$ cat config.mk
export PLATFORM = sky130hd
export DESIGN_NAME = bp_fe_fetch_buffer
export DESIGN_NICKNAME = d
export VERILOG_FILES = /design/src/rtl/bp_fe_pkg.sv /design/src/rtl/bp_fe_fetch_buffer_mem.sv /design/src/rtl/bp_fe_fetch_buffer.sv
export SDC_FILE = /design/constraint.sdc
export NUM_CORES = 1
export LEC_CHECK = 0
export BUFFER_PORTS_ARGS = -buffer_cell sky130_fd_sc_hd__buf_2
export CORE_MARGIN = 1.5
export CORE_UTILIZATION = 60
export CTS_CLUSTER_SIZE = 8
export DETAILED_ROUTE_END_ITERATION = 6
export PLACE_DENSITY = 0.79
export SLEW_MARGIN = 40
export SYNTH_ARGS = -nofsm -noshare
export SYNTH_HDL_FRONTEND = slang
export SYNTH_SLANG_ARGS = --single-unit
$ cat constraint.sdc
create_clock -name clk_i -period 8.9 [get_ports clk_i]
set_input_delay 0.445 -clock clk_i [delete_from_list [all_inputs] [get_ports clk_i]]
set_output_delay 0.445 -clock clk_i [all_outputs]
set_load 0.01 [all_outputs]
$ cat src/rtl/bp_fe_pkg.sv
// rtl/bp_fe_pkg.sv - shared types and width helpers for the FE fetch buffer
//
// Macros:
//   BP_FE_DECLARE_FETCH_ENTRY_S(vaddr, instr) - declares bp_fe_fetch_entry_s {pc, instr}
//   BP_FE_FETCH_ENTRY_WIDTH(vaddr, instr)     - packed width of that struct
// Functions:
//   bp_fe_count_width(n) - bits needed to hold 0..n
//   bp_fe_ptr_width(n)   - bits needed to index n entries (at least 1)

`define BP_FE_DECLARE_FETCH_ENTRY_S(vaddr_width_mp, instr_width_mp) \
    typedef struct packed {                                           \
        logic [vaddr_width_mp-1:0] pc;                                \
        logic [instr_width_mp-1:0] instr;                             \
    } bp_fe_fetch_entry_s

`define BP_FE_FETCH_ENTRY_WIDTH(vaddr_width_mp, instr_width_mp) ((vaddr_width_mp) + (instr_width_mp))

package bp_fe_pkg;

    function automatic int bp_fe_count_width(input int n);
        return $clog2(n + 1);
    endfunction

    function automatic int bp_fe_ptr_width(input int n);
        return (n > 1) ? $clog2(n) : 1;
    endfunction

endpackage

$ cat src/rtl/bp_fe_fetch_buffer_mem.sv
// rtl/bp_fe_fetch_buffer_mem.sv - multi-write-port, async-read entry storage
//
// Ports:
//   clk    - clock
//   w_v    - per-lane write enable
//   w_addr - per-lane write index
//   w_data - per-lane entry
//   r_addr - read index
//   r_data - entry at r_addr (combinational)

module bp_fe_fetch_buffer_mem
    import bp_fe_pkg::*;
#(
    parameter int els_p         = 8,
    parameter int fetch_width_p = 2,
    parameter int width_p       = 71,
    localparam int ptr_width_lp = bp_fe_ptr_width(els_p)
) (
    input  logic                                        clk,
    input  logic [fetch_width_p-1:0]                    w_v,
    input  logic [fetch_width_p-1:0][ptr_width_lp-1:0]  w_addr,
    input  logic [fetch_width_p-1:0][width_p-1:0]       w_data,
    input  logic [ptr_width_lp-1:0]                     r_addr,
    output logic [width_p-1:0]                          r_data
);

    logic [width_p-1:0] mem_r [els_p];

    // Lanes of one fetch always target distinct indices, so lane order
    // inside the loop never matters.
    always_ff @(posedge clk) begin
        for (int k = 0; k < fetch_width_p; k++) begin
            if (w_v[k]) begin
                mem_r[w_addr[k]] <= w_data[k];
            end
        end
    end

    assign r_data = mem_r[r_addr];

endmodule

$ cat src/rtl/bp_fe_fetch_buffer.sv
// rtl/bp_fe_fetch_buffer.sv - multi-lane enqueue, single-lane dequeue fetch buffer
//
// Ports:
//   clk_i, reset_i      - clock, synchronous active-high reset
//   flush_i             - drop all contents and any same-cycle enqueue
//   fetch_v_i           - fetch group valid
//   fetch_count_i       - valid lanes in the group, lane 0 first
//   fetch_pc_i          - PC of lane 0
//   fetch_instr_i       - lane k at [k*instr_width_p +: instr_width_p]
//   fetch_ready_o       - room for a full-width group
//   fe_queue_v_o        - head valid
//   fe_queue_pc_o       - head PC
//   fe_queue_instr_o    - head instruction
//   fe_queue_yumi_i     - head consumed this cycle
//   count_o             - occupancy

module bp_fe_fetch_buffer
    import bp_fe_pkg::*;
#(
    parameter int vaddr_width_p = 39,
    parameter int instr_width_p = 32,
    parameter int fetch_width_p = 2,
    parameter int els_p         = 8,
    parameter int pc_step_p     = 4
) (
    input  logic                                       clk_i,
    input  logic                                       reset_i,
    input  logic                                       flush_i,
    input  logic                                       fetch_v_i,
    input  logic [bp_fe_count_width(fetch_width_p)-1:0] fetch_count_i,
    input  logic [vaddr_width_p-1:0]                   fetch_pc_i,
    input  logic [fetch_width_p*instr_width_p-1:0]     fetch_instr_i,
    output logic                                       fetch_ready_o,
    output logic                                       fe_queue_v_o,
    output logic [vaddr_width_p-1:0]                   fe_queue_pc_o,
    output logic [instr_width_p-1:0]                   fe_queue_instr_o,
    input  logic                                       fe_queue_yumi_i,
    output logic [bp_fe_count_width(els_p)-1:0]        count_o
);

    `BP_FE_DECLARE_FETCH_ENTRY_S(vaddr_width_p, instr_width_p);

    localparam int entry_width_lp = `BP_FE_FETCH_ENTRY_WIDTH(vaddr_width_p, instr_width_p);
    localparam int ptr_width_lp   = bp_fe_ptr_width(els_p);
    localparam int count_width_lp = bp_fe_count_width(els_p);
    localparam int slack_lp       = els_p - fetch_width_p;

    logic [ptr_width_lp-1:0]   wptr_r, rptr_r;
    logic [count_width_lp-1:0] count_r, count_next, enq_amt;
    logic                      enq, deq;

    bp_fe_fetch_entry_s [fetch_width_p-1:0]  lane_entry;
    logic [fetch_width_p-1:0]                lane_v;
    logic [fetch_width_p-1:0][ptr_width_lp-1:0] lane_addr;
    bp_fe_fetch_entry_s                      head_entry;

    // Pointer increment modulo a possibly non-power-of-2 depth. inc never
    // exceeds els_p, so a single conditional subtract is enough.
    function automatic logic [ptr_width_lp-1:0] wrap_add(input logic [ptr_width_lp-1:0] base,
                                                         input int inc);
        int sum;
        sum = int'(base) + inc;
        if (sum >= els_p) begin
            sum = sum - els_p;
        end
        return ptr_width_lp'(sum);
    endfunction

    // Ready depends only on registered occupancy so the producer never sees
    // a path from the consumer's yumi.
    assign fetch_ready_o = (int'(count_r) <= slack_lp);
    assign fe_queue_v_o  = (count_r != '0);
    assign count_o       = count_r;

    assign enq = fetch_v_i & fetch_ready_o & ~flush_i & (fetch_count_i != '0);
    assign deq = fe_queue_yumi_i & fe_queue_v_o & ~flush_i;

    always_comb begin
        lane_v     = '0;
        lane_addr  = '0;
        lane_entry = '0;
        for (int k = 0; k < fetch_width_p; k++) begin
            lane_v[k]           = enq & (k < int'(fetch_count_i));
            lane_addr[k]        = wrap_add(wptr_r, k);
            // PC wraps at vaddr_width_p bits; carry-out is intentionally lost.
            lane_entry[k].pc    = fetch_pc_i + vaddr_width_p'(k) * vaddr_width_p'(pc_step_p);
            lane_entry[k].instr = fetch_instr_i[k*instr_width_p +: instr_width_p];
        end
    end

    always_comb begin
        enq_amt    = enq ? count_width_lp'(fetch_count_i) : '0;
        count_next = count_r + enq_amt - count_width_lp'(deq);
    end

    always_ff @(posedge clk_i) begin
        if (reset_i || flush_i) begin
            wptr_r  <= '0;
            rptr_r  <= '0;
            count_r <= '0;
        end else begin
            if (enq) begin
                wptr_r <= wrap_add(wptr_r, int'(fetch_count_i));
            end
            if (deq) begin
                rptr_r <= wrap_add(rptr_r, 1);
            end
            count_r <= count_next;
        end
    end

    bp_fe_fetch_buffer_mem #(
        .els_p         (els_p),
        .fetch_width_p (fetch_width_p),
        .width_p       (entry_width_lp)
    ) mem (
        .clk    (clk_i),
        .w_v    (lane_v),
        .w_addr (lane_addr),
        .w_data (lane_entry),
        .r_addr (rptr_r),
        .r_data (head_entry)
    );

    assign fe_queue_pc_o    = head_entry.pc;
    assign fe_queue_instr_o = head_entry.instr;

    a_fetch_count_legal: assert property (@(posedge clk_i) disable iff (reset_i)
        fetch_v_i |-> (int'(fetch_count_i) <= fetch_width_p));

    a_yumi_legal: assert property (@(posedge clk_i) disable iff (reset_i)
        fe_queue_yumi_i |-> fe_queue_v_o);

endmodule

Word level (Yosys, flattened, before mapping)
Memories as Yosys holds them, arrays and structs flattened. A register that Yosys moved wholly into a read port is not among the register bits.
Cells that the tools add are included.
{"block": "op_classes", "n_addsub": 10, "n_lt_le_gt_ge": 7, "n_mux": 11, "bitwise_logic": 8, "reduce_logical": 3}
{"op": "adder 39 x 3 -> 39 bit, second input constant", "n": 1}
{"op": "two-way mux 3 bit", "n": 6}
{"op": "greater-or-equal comparator 4 bit, second input constant", "n": 3}
{"op": "subtractor 3 x 1 -> 3 bit, second input constant", "n": 4}
{"op": "adder 3 x 1 -> 4 bit, second input constant", "n": 2}
{"op": "bitwise AND 1 bit", "n": 7}
{"op": "adder 3 x 2 -> 4 bit", "n": 1}
{"op": "adder 4 x 2 -> 4 bit", "n": 1}
{"op": "greater-or-equal comparator 3 x 4 -> 1 bit, second input constant", "n": 1}
{"op": "<= comparator 4 x 3 -> 1 bit, second input constant", "n": 1}
{"op": "less-than comparator 1 x 2 -> 1 bit, first input constant", "n": 2}
{"op": "two-way mux 1 bit", "n": 4}
{"op": "nonzero test 4 bit", "n": 1}
{"op": "subtractor 4 x 1 -> 4 bit", "n": 1}
{"op": "two-way mux 2 bit", "n": 1}
{"op": "nonzero test 2 bit", "n": 1}
{"op": "logical OR 1 bit", "n": 1}
{"op": "inverter 1 bit", "n": 1}
{"block": "word_totals", "regBits": 10, "ramBits": 568, "inputBits": 110, "out_inout_bits": 77, "elab_cells": 43, "memories": 1}
{"name": "mem.mem_r", "words": 8, "width": 71, "rd": 1, "rd_clocked_by_memory_dff": 1, "write_ports": 2, "line_no": "bp_fe_fetch_buffer_mem.sv:27", "rtl": "logic [width_p-1:0] mem_r [els_p];"}

Depth between registers and ports, before layout
{"block": "depth", "ltp_word": 7, "mapped_depth": 12, "ltp_nobuf": 12}

Cells and area by module
From an unflattened synthesis, not the netlist that was laid out.
{"block": "hier_totals", "hier_cells": 1661, "hier_area_um2": 29878.7}
{"module": "bp_fe_fetch_buffer_mem", "instances": 1, "cells_per_inst": 1474, "area_each_um2": 28448.5}
{"module": "bp_fe_fetch_buffer", "instances": 1, "cells_per_inst": 187, "area_each_um2": 1430.1}

Worst setup path after synthesis
No wires, ideal clock.
{"block": "synth_path", "kind": "flip-flop to flip-flop", "start": "register count_r[3], in the netlist count_o[3]", "end": "memory mem.mem_r[0][0] (enable)", "t_arrival_ps": 6759, "slack_ps": 1535, "stages_incl_launch_ff": 7, "synth_period_minus_slack_ps": 7365, "cell_sequence": "dfxtp_1 > inv_1 > ha_1 > and3_1 > nor4_2 > nand2b_1 > o31ai_1"}
{"element": "start, declared", "line_no": "bp_fe_fetch_buffer.sv:49", "rtl": "logic [count_width_lp-1:0] count_r, count_next, enq_amt;"}
{"element": "start signal, assigned", "line_no": "bp_fe_fetch_buffer.sv:108", "rtl": "count_r <= count_next;"}
{"element": "end, declared", "line_no": "bp_fe_fetch_buffer_mem.sv:27"}

==> flow_summary_export.csv <==
group,metric,value,unit
run_status,outcome,"finished, final reports clean",
setup_path,end_kind,"primary output",
die,die_h,228,µm
die,start_util,0.607,
synth,synth.most_common_cell,"nand2_1",
setup_path,critPathSlowestCell,"dfxtp_4",
power_and_ir_drop,powerDensity,189,nW/µm²
synth,synth_seq_cells,581,
synth,yosys-top-cells-area,"edfxtp_1, nand2_1, mux4_2",
die,ios,187,
setup_path,startpoint_type,"register",
timing,setup_viol,0,
synth,avgSynthCellArea,11.7,µm²
timing,finalSetupTns,0,ps
die,die_w,228,µm
synth,yosysWarnings,0,
route,drtIter0Drc,2534,
clocking,holdBufCountCts,0,
route,drt_wl_total,79400,µm
clocking,post_cts_buffers,0,
clocking,clk-insertion-delay-late,630,ps
setup_path,slowest_delay,690,ps
die,core_area,50100,µm²
route,dr.pass1.iters,7,
placement,gp_congestion,0.856,
clocking,clockBufferDepth,3,
job,cap_violations,0,
global_route,antenna_found_initial,12,
route,vias,20600,
timing,drv_slew,0,
synth,synth-seq-area-share,0.570,
synth,synth_top_flop_cell,"edfxtp_1",
setup_path,cp.required,8460,ps
route,route.detailed.drc,0,
setup_path,worstPathArrival,3470,ps
global_route,grt_pass1_wl,121000,µm
synth,syn_area,30400,µm²
clocking,cts_resized,0,
timing,fmax,256,MHz
final_layout,nNetsFinal,2784,
setup_path,cp_common_cell,"buf_16",
setup_path,path_cells,"buf_12 -> buf_16 -> buf_16 -> mux4_2 -> mux2_2 -> buf_2",
clocking,clk_pin_slew,50,ps
setup_path,worstSetupPathType,"reg2out",
final_layout,synthToLayoutAreaGrowth,11.4,%
timing,rsz0062_at_grt,"false",
placement,io_buffers,186,
synth,synth_fa_ha_area_frac,0.00585,
timing,hold_viol,0,
synth,yosysTopAreaCellShare,0.561,
hold_path,hp-class,"in2reg",
synth,synth_edf_count,568,
setup_path,reg2reg_slack,5060,ps
die,design.die.area,52000,µm²
synth,synth_xor_area_frac,0.0852,
power_and_ir_drop,peakVddDrop,0.148,mV
clocking,numCtsBuffers,82,
timing,worst_slew_pin_slew,919,ps
final_layout,drive_gt1_frac,0.216,
synth,yosysUniqueCellTypes,49,
setup_path,path_max_fanout,56,
synth,synth_area_leader_cell,"edfxtp_1",
clocking,htreeDepth,3,
timing,fin_crit,3910,ps
timing,fin_crit_sh,0.440,
power_and_ir_drop,power,6390,µW
clocking,cts_root_buf,"clkbuf_16",
clocking,cts_tree,"done",
placement,hpwlAfterDp,46500,µm
synth,synth_top_family_by_area,"simple AND/OR/NAND/NOR gates",
synth,yosys.area_share.simple,0.165,
route,wl_per_cell,23.6,µm
synth,synthArstFlopShare,0,
global_route,grt_max_degree,72,
timing,clock_skew,17.8,ps
global_route,track_usage,0.307,
synth,syn_inst,2589,
clocking,cts_sinks,581,
die,row_count,82,
synth,synthTopCellsByCount,"nand2_1, edfxtp_1, nor2_1",
synth,syn_nets,2712,
synth,synth_mux_area_frac,0.132,
route,detail-route-antenna-nets,0,
global_route,overflow,0,
power_and_ir_drop,p_leak,0.0123,µW
route,vias_per_cell,6.12,
timing,slew_headroom,0.387,
synth,synth_compound_area_frac,0.00338,
global_route,grt_pass1_vias,21300,
==> report_power, final <==
part           switching (µW)  internal [µW]  leakage (µW)
Combinational             318            221       0.00595
Clock                    1100           1670       0.00108
Sequential               19.0           3060       0.00524
Total                    1440           4950        0.0123
==> per-layer routing <==
layer | GRT usage | routed length, µm
met1 | 0.382 | 28700
met2 | 0.518 | 39600
met3 | 0.0506 | 7370
met4 | 0.166 | 3600
met5 | 0 | 78
==> cells by family (layout without fill, tap and decap cells) <==
kind of cell | after synthesis | count (layout)
compound gates | 16 | 16
simple gates | 1219 | 1219
flops | 581 | 581
mux | 214 | 214
buf+inv | 251 | 343
other cells | 0 | 7
xor+xnor | 295 | 295
fa+ha+maj | 13 | 13
==> flip-flops by register name (all words and copies together), names as in the netlist, named ones only <==
| name | count |
|---|---|
| wptr_r | 3 |
| mem.mem_r | 568 |
| count_o | 4 |
| rptr_r | 3 |
==> cell type report <==
cell class                      instances  area (µm²)
Fill cell                            3491       16200
Sequential cell                       581       17300
Clock buffer                           98        2140
Multi-Input combinational cell       1757       12100
Timing Repair Buffer                  224        1340
Tap cell                              672         841
Clock inverter                          6        67.6
Inverter                               15        56.3
Antenna cell                            7        17.5
==> through the flow <==
step	instance area (µm²)	hold WS (ps)	setup slack [ps]	std cells	utilization
after CTS	33800	116	4850	3351	0.675
after floorplan	30400	454	1540	2589	-
final	33900	121	4990	3360	0.676
after global routing	33900	136	4750	3359	0.676
after global placement	31500	465	4830	3244	0.629
after detailed placement	31600	490	4910	3247	0.631
==> layout by cell type (no fill, tap or decap), drive strengths merged, types with 19 or more instances in the layout <==
cell / instances
buf: 224
clkbuf: 98
edfxtp: 568
inv: 19
mux2: 71
mux4: 142
nand2: 932
nand3: 28
nor2: 182
xnor2: 138
xor2: 157
==> path summary, 6_finish.rpt <==
| check | startpoint | to | cells after the start |
|---|---|---|---|
| max | register | fe_queue_pc_o[32] | 6 |
| min | fetch_pc_i[0] | mem.mem_r[7][32] | 1 |
| max reg2reg | count_o[3] | mem.mem_r[3][44] | 7 |
| min reg2reg | rptr_r[1] | register | 2 |
==> worst max-delay path, delay by kind of cell, from the launching register on <==
family | cells | cell delay, ps
DFF | 1 | 690
buffers and inverters | 4 | 1100
muxes | 2 | 950
Note: power is estimated with default switching activity, not from simulation.
